## config.mk

```make
export PLATFORM = sky130hd
export DESIGN_NAME = conflict_monitor
export DESIGN_NICKNAME = d
export VERILOG_FILES = /design/src/rtl/tl_pkg.sv /design/src/rtl/aspect_checker.sv /design/src/rtl/conflict_monitor.sv
export SDC_FILE = /design/constraint.sdc
export NUM_CORES = 1
export LEC_CHECK = 0
export CORE_UTILIZATION = 59
export CTS_CLUSTER_DIAMETER = 40
export DETAILED_ROUTE_END_ITERATION = 10
export GPL_TIMING_DRIVEN = 0
export PLACE_DENSITY = 0.8
export SLEW_MARGIN = 20
export SYNTH_ARGS = -nofsm -noshare
export SYNTH_HDL_FRONTEND = slang
export SYNTH_SLANG_ARGS = --single-unit
```

## constraint.sdc

```tcl
create_clock -name clk -period 2.7 [get_ports clk]
set_clock_uncertainty 0.05 [all_clocks]
set_input_delay 0.54 -clock clk [delete_from_list [all_inputs] [get_ports clk]]
set_output_delay 0.54 -clock clk [all_outputs]
set_load 0.03 [all_outputs]
```

## src/rtl/tl_pkg.sv

```systemverilog
// Shared lamp encodings, fault codes and monitor states for the intersection safety monitor.
// Purely declarative; no logic, no latency, no backpressure.
package tl_pkg;

  localparam logic [2:0] RED    = 3'b100;
  localparam logic [2:0] YELLOW = 3'b010;
  localparam logic [2:0] GREEN  = 3'b001;
  localparam logic [2:0] DARK   = 3'b000;

  typedef enum logic [2:0] {
    FC_NONE      = 3'd0,
    FC_CONFLICT  = 3'd1,
    FC_CLEARANCE = 3'd2,
    FC_ILLEGAL   = 3'd3,
    FC_DARK      = 3'd4
  } fault_code_t;

  typedef enum logic [1:0] {
    MONITOR = 2'd0,
    FAULT   = 2'd1,
    RECOVER = 2'd2
  } mon_state_t;

  function automatic logic is_movement(input logic [2:0] aspect);
    return (aspect == YELLOW) || (aspect == GREEN);
  endfunction

endpackage

```

## src/rtl/aspect_checker.sv

```systemverilog
// Per-light lamp decode, green/release edge detect and armed dark-lamp counter.
// Decode flags are combinational; dark_hit is registered. Never stalls the lamp stream.
module aspect_checker
  import tl_pkg::*;
#(
  parameter int DARK_LIMIT = 8
) (
  input  logic       clk,
  input  logic       rst,
  input  logic [2:0] ltf,
  output logic       movement,
  output logic       red,
  output logic       illegal,
  output logic       green_rise,
  output logic       mov_to_red,
  output logic       dark_hit
);

  logic [2:0] ltf_q;
  logic       armed;
  logic       dark;
  logic [7:0] dark_cnt;

  always_comb begin
    movement   = is_movement(ltf);
    red        = (ltf == RED);
    dark       = (ltf == DARK);
    illegal    = !movement && !red && !dark;
    green_rise = (ltf == GREEN) && (ltf_q != GREEN);
    mov_to_red = red && is_movement(ltf_q);
    dark_hit   = (dark_cnt == 8'(DARK_LIMIT));
  end

  // A light only becomes subject to dark checking once it has shown any lamp,
  // so the all-dark power-up period is never reported.
  always_ff @(posedge clk) begin
    if (rst) begin
      ltf_q    <= DARK;
      armed    <= 1'b0;
      dark_cnt <= '0;
    end else begin
      ltf_q <= ltf;
      if (!dark) begin
        armed <= 1'b1;
      end
      if (armed && dark) begin
        if (dark_cnt != 8'(DARK_LIMIT)) begin
          dark_cnt <= dark_cnt + 8'd1;
        end
      end else begin
        dark_cnt <= '0;
      end
    end
  end

endmodule

```

## src/rtl/conflict_monitor.sv

```systemverilog
// Safety monitor: conflict/clearance/illegal/dark detection, latched fault with ack + timed all-red recovery.
// Detection is registered one cycle ahead of the FSM; all outputs registered; no backpressure.
module conflict_monitor
  import tl_pkg::*;
#(
  parameter int                           N_LIGHTS     = 4,
  parameter logic [N_LIGHTS*N_LIGHTS-1:0] PERMIT       = 16'h0000,
  parameter int                           DEBOUNCE     = 2,
  parameter int                           CLEAR_CYCLES = 3,
  parameter int                           DARK_LIMIT   = 8
) (
  input  logic                     clk,
  input  logic                     rst,
  input  logic [N_LIGHTS-1:0][2:0] ltfs,
  input  logic                     ack,
  output logic                     fault,
  output logic [2:0]               fault_code,
  output logic [1:0]               fault_light,
  output logic [N_LIGHTS-1:0]      force_reds,
  output logic [N_LIGHTS-1:0]      attentions
);

  logic [N_LIGHTS-1:0] movement;
  logic [N_LIGHTS-1:0] red;
  logic [N_LIGHTS-1:0] illegal;
  logic [N_LIGHTS-1:0] green_rise;
  logic [N_LIGHTS-1:0] mov_to_red;
  logic [N_LIGHTS-1:0] dark_hit;

  for (genvar gl = 0; gl < N_LIGHTS; gl++) begin : g_light
    aspect_checker #(
      .DARK_LIMIT (DARK_LIMIT)
    ) u_aspect_checker (
      .clk        (clk),
      .rst        (rst),
      .ltf        (ltfs[gl]),
      .movement   (movement[gl]),
      .red        (red[gl]),
      .illegal    (illegal[gl]),
      .green_rise (green_rise[gl]),
      .mov_to_red (mov_to_red[gl]),
      .dark_hit   (dark_hit[gl])
    );
  end

  // Pair permission is symmetric: either half of the matrix grants it.
  logic [N_LIGHTS-1:0][N_LIGHTS-1:0] allowed;
  for (genvar gi = 0; gi < N_LIGHTS; gi++) begin : g_row
    for (genvar gj = 0; gj < N_LIGHTS; gj++) begin : g_col
      assign allowed[gi][gj] = PERMIT[gi*N_LIGHTS+gj] | PERMIT[gj*N_LIGHTS+gi];
    end
  end

  logic [3:0]          conf_cnt;
  logic [N_LIGHTS-1:0] conf_mask;
  logic [N_LIGHTS-1:0] conf_mask_q;
  logic [7:0]          clr_cnt;
  logic [N_LIGHTS-1:0] rel_mask;
  logic [N_LIGHTS-1:0] clr_viol;
  logic [N_LIGHTS-1:0] clr_mask_q;
  logic [N_LIGHTS-1:0] ill_q;
  logic                ack_q;
  logic                all_red_q;

  always_comb begin
    conf_mask = '0;
    clr_viol  = '0;
    for (int i = 0; i < N_LIGHTS; i++) begin
      for (int j = 0; j < N_LIGHTS; j++) begin
        if (i != j && movement[i] && movement[j] && !allowed[i][j]) begin
          conf_mask[i] = 1'b1;
        end
        if (i != j && clr_cnt != 8'd0 && rel_mask[i] && green_rise[j] && !allowed[i][j]) begin
          clr_viol[j] = 1'b1;
        end
      end
    end
  end

  always_ff @(posedge clk) begin
    if (rst) begin
      conf_cnt    <= '0;
      conf_mask_q <= '0;
      clr_cnt     <= '0;
      rel_mask    <= '0;
      clr_mask_q  <= '0;
      ill_q       <= '0;
      ack_q       <= 1'b0;
      all_red_q   <= 1'b0;
    end else begin
      if (|conf_mask) begin
        if (conf_cnt != 4'(DEBOUNCE)) begin
          conf_cnt <= conf_cnt + 4'd1;
        end
      end else begin
        conf_cnt <= '0;
      end
      conf_mask_q <= conf_mask;
      // A fresh release restarts the window and names the releasing light(s).
      if (|mov_to_red) begin
        clr_cnt  <= 8'(CLEAR_CYCLES);
        rel_mask <= mov_to_red;
      end else if (clr_cnt != 8'd0) begin
        clr_cnt <= clr_cnt - 8'd1;
      end
      clr_mask_q <= clr_viol;
      ill_q      <= illegal;
      ack_q      <= ack;
      all_red_q  <= &red;
    end
  end

  function automatic logic [1:0] lowest(input logic [N_LIGHTS-1:0] m);
    logic [1:0] idx;
    idx = '0;
    for (int k = N_LIGHTS - 1; k >= 0; k--) begin
      if (m[k]) begin
        idx = 2'(k);
      end
    end
    return idx;
  endfunction

  fault_code_t det_code;
  logic [1:0]  det_light;

  always_comb begin
    det_code  = FC_NONE;
    det_light = '0;
    if (conf_cnt == 4'(DEBOUNCE)) begin
      det_code  = FC_CONFLICT;
      det_light = lowest(conf_mask_q);
    end else if (|clr_mask_q) begin
      det_code  = FC_CLEARANCE;
      det_light = lowest(clr_mask_q);
    end else if (|ill_q) begin
      det_code  = FC_ILLEGAL;
      det_light = lowest(ill_q);
    end else if (|dark_hit) begin
      det_code  = FC_DARK;
      det_light = lowest(dark_hit);
    end
  end

  mon_state_t state;
  logic [7:0] rec_cnt;

  always_ff @(posedge clk) begin
    if (rst) begin
      state       <= MONITOR;
      fault       <= 1'b0;
      fault_code  <= '0;
      fault_light <= '0;
      force_reds  <= '0;
      attentions  <= '0;
      rec_cnt     <= '0;
    end else begin
      unique case (state)
        MONITOR: begin
          if (det_code != FC_NONE) begin
            state       <= FAULT;
            fault       <= 1'b1;
            fault_code  <= det_code;
            fault_light <= det_light;
            force_reds  <= '1;
            attentions  <= '1;
          end
        end
        FAULT: begin
          if (ack_q && all_red_q) begin
            state      <= RECOVER;
            attentions <= '0;
            rec_cnt    <= 8'(CLEAR_CYCLES);
          end
        end
        RECOVER: begin
          // A new fault wins even on the cycle the recovery timer would expire.
          if (det_code != FC_NONE) begin
            state       <= FAULT;
            fault_code  <= det_code;
            fault_light <= det_light;
            attentions  <= '1;
          end else if (rec_cnt <= 8'd1) begin
            state       <= MONITOR;
            fault       <= 1'b0;
            fault_code  <= '0;
            fault_light <= '0;
            force_reds  <= '0;
          end else begin
            rec_cnt <= rec_cnt - 8'd1;
          end
        end
        default: state <= MONITOR;
      endcase
    end
  end

endmodule
```

## Word level (Yosys, flattened, before mapping)

Index checks and enable logic that the tools add are counted.

- Register bits after elaboration: 102
- Output and inout port bits: 14

- Add/subtract/negate cells: 7
- Magnitude comparators: 1
- Equal/unequal tests: 43
- Mux-type cells: 75
- Bitwise logic cells: 5
- Reduce and logical (&&, ||, !) cells: 92

Operators with widths:

| kind | number |
|---|---|
| 2-bit 2-to-1 mux | 28 |
| 1-bit logical AND | 43 |
| 8-bit by 1-bit adder with 8-bit output, second input constant | 4 |
| 8-bit by 4-bit equality test with 1-bit output, second input constant | 4 |
| 8-bit by 4-bit inequality test with 1-bit output, second input constant | 4 |
| 1-bit 2-to-1 mux | 26 |
| 3-bit by 1-bit equality test with 1-bit output, second input constant | 8 |
| 3-bit by 2-bit equality test with 1-bit output, second input constant | 8 |
| 8-bit 2-to-1 mux | 3 |
| 3-bit 2-to-1 mux | 7 |
| 4-bit OR reduction | 5 |
| 4-bit 2-to-1 mux | 4 |
| 4-bit case mux with 2 select lines | 2 |
| 8-bit case mux with 2 select lines | 1 |
| 8-bit by 1-bit subtractor with 8-bit output, second input constant | 2 |
| 3-bit equality test, second input constant | 4 |
| 1-bit zero test | 12 |
| 3-bit zero test | 4 |
| 3-bit by 1-bit inequality test with 1-bit output, second input constant | 4 |
| 4-bit AND reduction | 3 |
| 2-bit OR reduction | 6 |
| 2-bit inequality test, second input constant | 5 |
| 3-bit AND reduction | 3 |
| 8-bit by 1-bit less-or-equal comparator with 1-bit output, second input constant | 1 |
| other kinds (18) | 32 |

## Depth between registers and ports, before layout

- Depth in word-level cells: 11
- Gate-level depth with buffers: 10

## Hierarchy

From an unflattened synthesis, not the netlist that was laid out.

- Cell total of the unflattened synthesis: 492
- Area total of the unflattened synthesis: 4,544.4 um^2

Modules (own cells, without submodules):

| module | instances | cells an instance | area an instance (um^2) | sequential area each (um^2) |
|---|---|---|---|---|
| aspect_checker | 4 | 66 | 595.6 | 240.2 |
| conflict_monitor | 1 | 228 | 2,162.1 | 940.9 |

## Least setup slack after synthesis

OpenSTA, ideal clock, no wires.

- Kind: reg2reg
- Start: reg g_light[1].u_aspect_checker.dark_cnt[0]
- End: reg rec_cnt[3]
- Library setup time: 0.070 ns
- Arrival: 2.140 ns
- Required time: 2.580 ns
- Setup slack: 0.440 ns
- Stages on the path, launching flop included: 10
- Cells stage by stage: dfxtp_1 > inv_1 > ha_1 > nor4b_2 > nand3_1 > and4_1 > clkbuf_1 > a31oi_2 > or4b_1 > a21oi_1

- Cells in the longest elaborated chain, start to end: 9

RTL lines:

| item | RTL line | text |
|---|---|---|
| from (decl) | aspect_checker.sv:22 | `logic [7:0] dark_cnt;` |
| from (signal assigned) | aspect_checker.sv:48 | `dark_cnt <= dark_cnt + 8'd1;` |
| 8-bit by 4-bit equality test with 1-bit output | aspect_checker.sv:31 | `dark_hit = (dark_cnt == 8'(DARK_LIMIT));` |
| 4-bit OR reduction | conflict_monitor.sv:139 | `end else if (\|dark_hit) begin` |
| 3-bit 2-to-1 mux | conflict_monitor.sv:139 |  |
| 3-bit 2-to-1 mux | conflict_monitor.sv:136 | `end else if (\|ill_q) begin` |
| 3-bit 2-to-1 mux | conflict_monitor.sv:133 | `end else if (\|clr_mask_q) begin` |
| 3-bit 2-to-1 mux | conflict_monitor.sv:130 | `if (conf_cnt == 4'(DEBOUNCE)) begin` |
| 3-bit nonzero test | conflict_monitor.sv:178 | `if (det_code != FC_NONE) begin` |
| 2-bit inequality test (no line) | n/a |  |
| 4-bit AND reduction (no line) | n/a |  |
| to (signal assigned) | conflict_monitor.sv:173 | `rec_cnt <= 8'(CLEAR_CYCLES);` |
| to (signal assigned) | conflict_monitor.sv:190 | `rec_cnt <= rec_cnt - 8'd1;` |
| to (decl) | conflict_monitor.sv:146 | `logic [7:0] rec_cnt;` |

Every way passes these cells.
A chain may end at the register's enable or synchronous reset.

## Worst setup path after layout

- Start: reg g_light[3].u_aspect_checker.dark_cnt[0]
- End: reg rec_cnt[3]

- Cells in the longest elaborated chain, start to end: 9

RTL lines:

| item | RTL line |
|---|---|
| from (decl) | aspect_checker.sv:22 |
| from (signal assigned) | aspect_checker.sv:48 |
| 8-bit by 4-bit equality test with 1-bit output | aspect_checker.sv:31 |
| 4-bit OR reduction | conflict_monitor.sv:139 |
| 3-bit 2-to-1 mux | conflict_monitor.sv:139 |
| 3-bit 2-to-1 mux | conflict_monitor.sv:136 |
| 3-bit 2-to-1 mux | conflict_monitor.sv:133 |
| 3-bit 2-to-1 mux | conflict_monitor.sv:130 |
| 3-bit nonzero test | conflict_monitor.sv:178 |
| 2-bit inequality test (no line) | n/a |
| 4-bit AND reduction (no line) | n/a |

Every way passes these cells.

==> out/qor.txt <==
Slack of the critical path - 0.219 ns
Count of instances resized after the clock tree is built - 0
Combined area of all synthesized cells - 0.00431 sq mm
Rows - 30
Worst Tran Pin Value - 0.601 ns
Number of antenna violations at the first check in global routing - 0
Number of synthesized register bits - 95
I/O Pins - 29
Synthesized area per cell - 8.81 sq um
DRT antenna net count - 0
Critical path data required time - 2.94 ns
Post-synthesis compound-gate area fraction - 0.0993
Number of buffers added by the clock tree synthesis step - 9
Die X - 87.5 um
Maxcap violations - 0
Routing layer with the top usage in global route - met2
Type of the worst setup path - reg -> reg
Pwr dens - 661 mW/mm^2
Multiplexer fraction of the synthesized cell area - 0.00726
Fmax - 0.403 GHz
Sinks on Clock Net - 95
Hold violation total from the final report - 0
Wire length of the first global-routing pass - 14.1 mm
Count of different cell masters after synthesis - 50
Cts hold-fix bufs - 0
Clock slew at reported path FFs - 0.09 ns
Post-Place Setup Slack - -0.188 ns
Vertical die dimension - 87.5 um
Effective utilization at floorplan - 0.624
TritonCTS clock tree - done
Port buffer count - 28
Post-Synth Simple-Gate Area - 0.273
Post-Syn Nets - 518
# fillers - 542
Xor and xnor area share after synthesis - 0.0935
Die area - 0.00765 sq mm
Post-route DRC violation count - 0
Leading register cell type out of synthesis - dfxtp_1
Layout overhead on the synthesized area - 14.5%
Class of the worst hold path - reg -> reg
Share of final-layout standard cells stronger than drive strength 1 - 0.0789
Fraction of synthesis flops using an asynchronous set or reset pin - 0
Diodes inserted - 0
Post-CTS setup buffers - 0
Total via count in the routed design - 3,423
Combinational family with the most area after synthesis - simple AND/OR/NAND/NOR gates
Worst endpoint data arrival time - 2.72 ns
Total number of H-tree levels - 3
Net count, final - 556
Sequential share of the synthesized area - 0.441
Worst-case clock buffer depth - 2
Final worst path period share - 0.919
Result of the run - finished clean
Post-Synth Adder-Cell Area - 0.0430
Placeable core area - 0.00691 sq mm
Element type at the critical path start - flop
Worst IR Drop VDD - 0.675 mV
GRT Residual Overflow - 0
Global router's overall resource usage - 0.238
Skew-Pair Late Insertion Delay - 0.35 ns
Critical path fanouts, max - 8
Vias per Instance - 5.45
Final max-slew violation count - 0
Normalized max-slew margin - 0.596
Post-detailed-placement half-perimeter wirelength - 6.19 mm
Via count of the first global-routing pass - 3,180
Post-layout min period - 2.48 ns
Grt met3 use - 0.0436
Post-synthesis cell count - 489
Yosys warning total - 0
Type of element capturing the critical path - flop
Average wire per cell in the routed design - 13.3 um
Met1 demand-to-capacity share in global routing - 0.314
Count of flip-flops with a built-in enable after synthesis - 0
Leakage Power - 1.83 nW
Routability congestion estimate from global placement - 0.819
Grt met2 use - 0.395
Final setup violation count - 0
Number of optimization iterations in the first detailed-route pass - 4
Largest net degree at the start of global routing - 17
Setup repair after global routing missed its margin - false
Worst Hold Margin - 0.402 ns
Drt total wl - 8.35 mm
DRT iter0 DRCs - 129
Library cell used as clock root buffer - clkbuf_8
==> metal layers <==
layer,up-vias,share of wire
li1,1750,-
met1,1601,0.48
met2,61,0.47
met3,11,0.031
met4,0,0.013
met5,-,0
==> power by group <==
part | total, mW | internal, mW | switching, mW
Combinational | 0.668 | 0.320 | 0.348
Sequential | 1.58 | 1.50 | 0.0846
Clock | 1.01 | 0.523 | 0.491
Total | 3.26 | 2.34 | 0.924
==> cell families after synthesis <==
logic type                 Yosys count
and+or+nand+nor                    222
DFF                                 95
AOI/OAI and AO/OA                   68
xor gates and xnor gates            46
buffers and inverters               40
adders and majority gates           15
muxes                                3
==> layout by cell type, fill, tap and decap left out, drive strengths merged, types with 3 or more instances in the layout <==
master and n:
nor3 18, buf 12, xor2 27, a311oi 3, dfxtp 95, nor4b 5
xnor2 19, ha 14, inv 23, nor4 7, nor2 78, o21ai 13
nand4b 5, and3 11, clkdlybuf4s50 28, or4b 5, a31oi 4, a21oi 31
nand3 24, or4 3, nand2 25, clkinv 3, nand2b 13, nand3b 4
and2 3, clkbuf 13, nor2b 15, a211oi 9
==> cell type report <==
class	instances	area, sq um	area share
multi-input cells	354	2230	0.452
flip-flops and latches	95	1900	0.385
clock inverters	7	97.6	0.0198
well taps	96	120	0.0243
plain buffers	16	95.1	0.0193
repair buffers	28	280	0.0568
inverters	23	86.3	0.0175
clock buffers	9	124	0.0251
==> flip-flops by register name, summed over array words and instances, names as in the netlist <==
| register | count |
|---|---|
| fault_code | 3 |
| ill_q | 4 |
| conf_mask_q | 4 |
| attentions | 1 |
| rel_mask | 4 |
| clr_cnt | 8 |
| g_light.u_aspect_checker.armed | 4 |
| ack_q | 1 |
| clr_mask_q | 4 |
| rec_cnt | 8 |
| force_reds | 1 |
| g_light.u_aspect_checker.ltf_q | 12 |
| fault_light | 2 |
| all_red_q | 1 |
| conf_cnt | 4 |
| state | 2 |
| g_light.u_aspect_checker.dark_cnt | 32 |
==> final timing paths <==
path / startpoint / endpoint / slack [ns] / cells after the start
worst max register to register: g_light[3].u_aspect_checker.dark_cnt[0] / rec_cnt[3] / 0.22 / 8
worst max-delay path: g_light[3].u_aspect_checker.dark_cnt[0] / rec_cnt[3] / 0.22 / 8
worst min register to register: g_light[3].u_aspect_checker.armed / g_light[3].u_aspect_checker.armed / 0.40 / 2
worst min-delay path: g_light[3].u_aspect_checker.armed / g_light[3].u_aspect_checker.armed / 0.40 / 2
==> synthesized netlist by cell type (all sizes together), types with 3 or more instances <==
library cell / number / area share
a211oi: 9 / 0.017
a21oi: 31 / 0.036
a311oi: 3 / 0.0061
a31oi: 4 / 0.0087
and2: 3 / 0.0044
and3: 11 / 0.017
buf: 12 / 0.019
clkbuf: 5 / 0.0044
dfxtp: 95 / 0.44
ha: 14 / 0.041
inv: 23 / 0.020
nand2: 25 / 0.022
nand2b: 13 / 0.019
nand3: 24 / 0.028
nand3b: 4 / 0.0070
nand4b: 5 / 0.010
nor2: 78 / 0.068
nor2b: 15 / 0.022
nor3: 18 / 0.021
nor4: 7 / 0.014
nor4b: 5 / 0.013
o21ai: 13 / 0.015
or4: 3 / 0.0061
or4b: 5 / 0.012
xnor2: 19 / 0.039
xor2: 27 / 0.055
==> metrics by stage <==
| step | setup TNS, ns | cell area [sq um] | utilization | std cells | total power, mW |
|---|---|---|---|---|---|
| final | 0 | 4930 | 0.714 | 628 | 3.26 |
| after global routing | 0 | 4930 | 0.714 | 628 | 3.43 |
| after CTS | 0 | 4930 | 0.714 | 629 | 3.28 |
| after detailed placement | -1.08 | 4710 | 0.682 | 613 | 2.27 |
| after global placement | -0.748 | 4710 | 0.682 | 613 | 2.24 |
| after floorplan | 0 | 4310 | - | 489 | 2.09 |
==> critical path: stages, from the launching register on <==
cell and delay (ns):
dfxtp_1 0.43, inv_1 0.08, ha_1 0.18, nor4b_1 0.14, nand3_1 0.25, and4_1 0.40
a31oi_2 0.24, or4b_1 0.51, a21oi_1 0.15
Note: power is estimated with default switching activity, not from simulation.
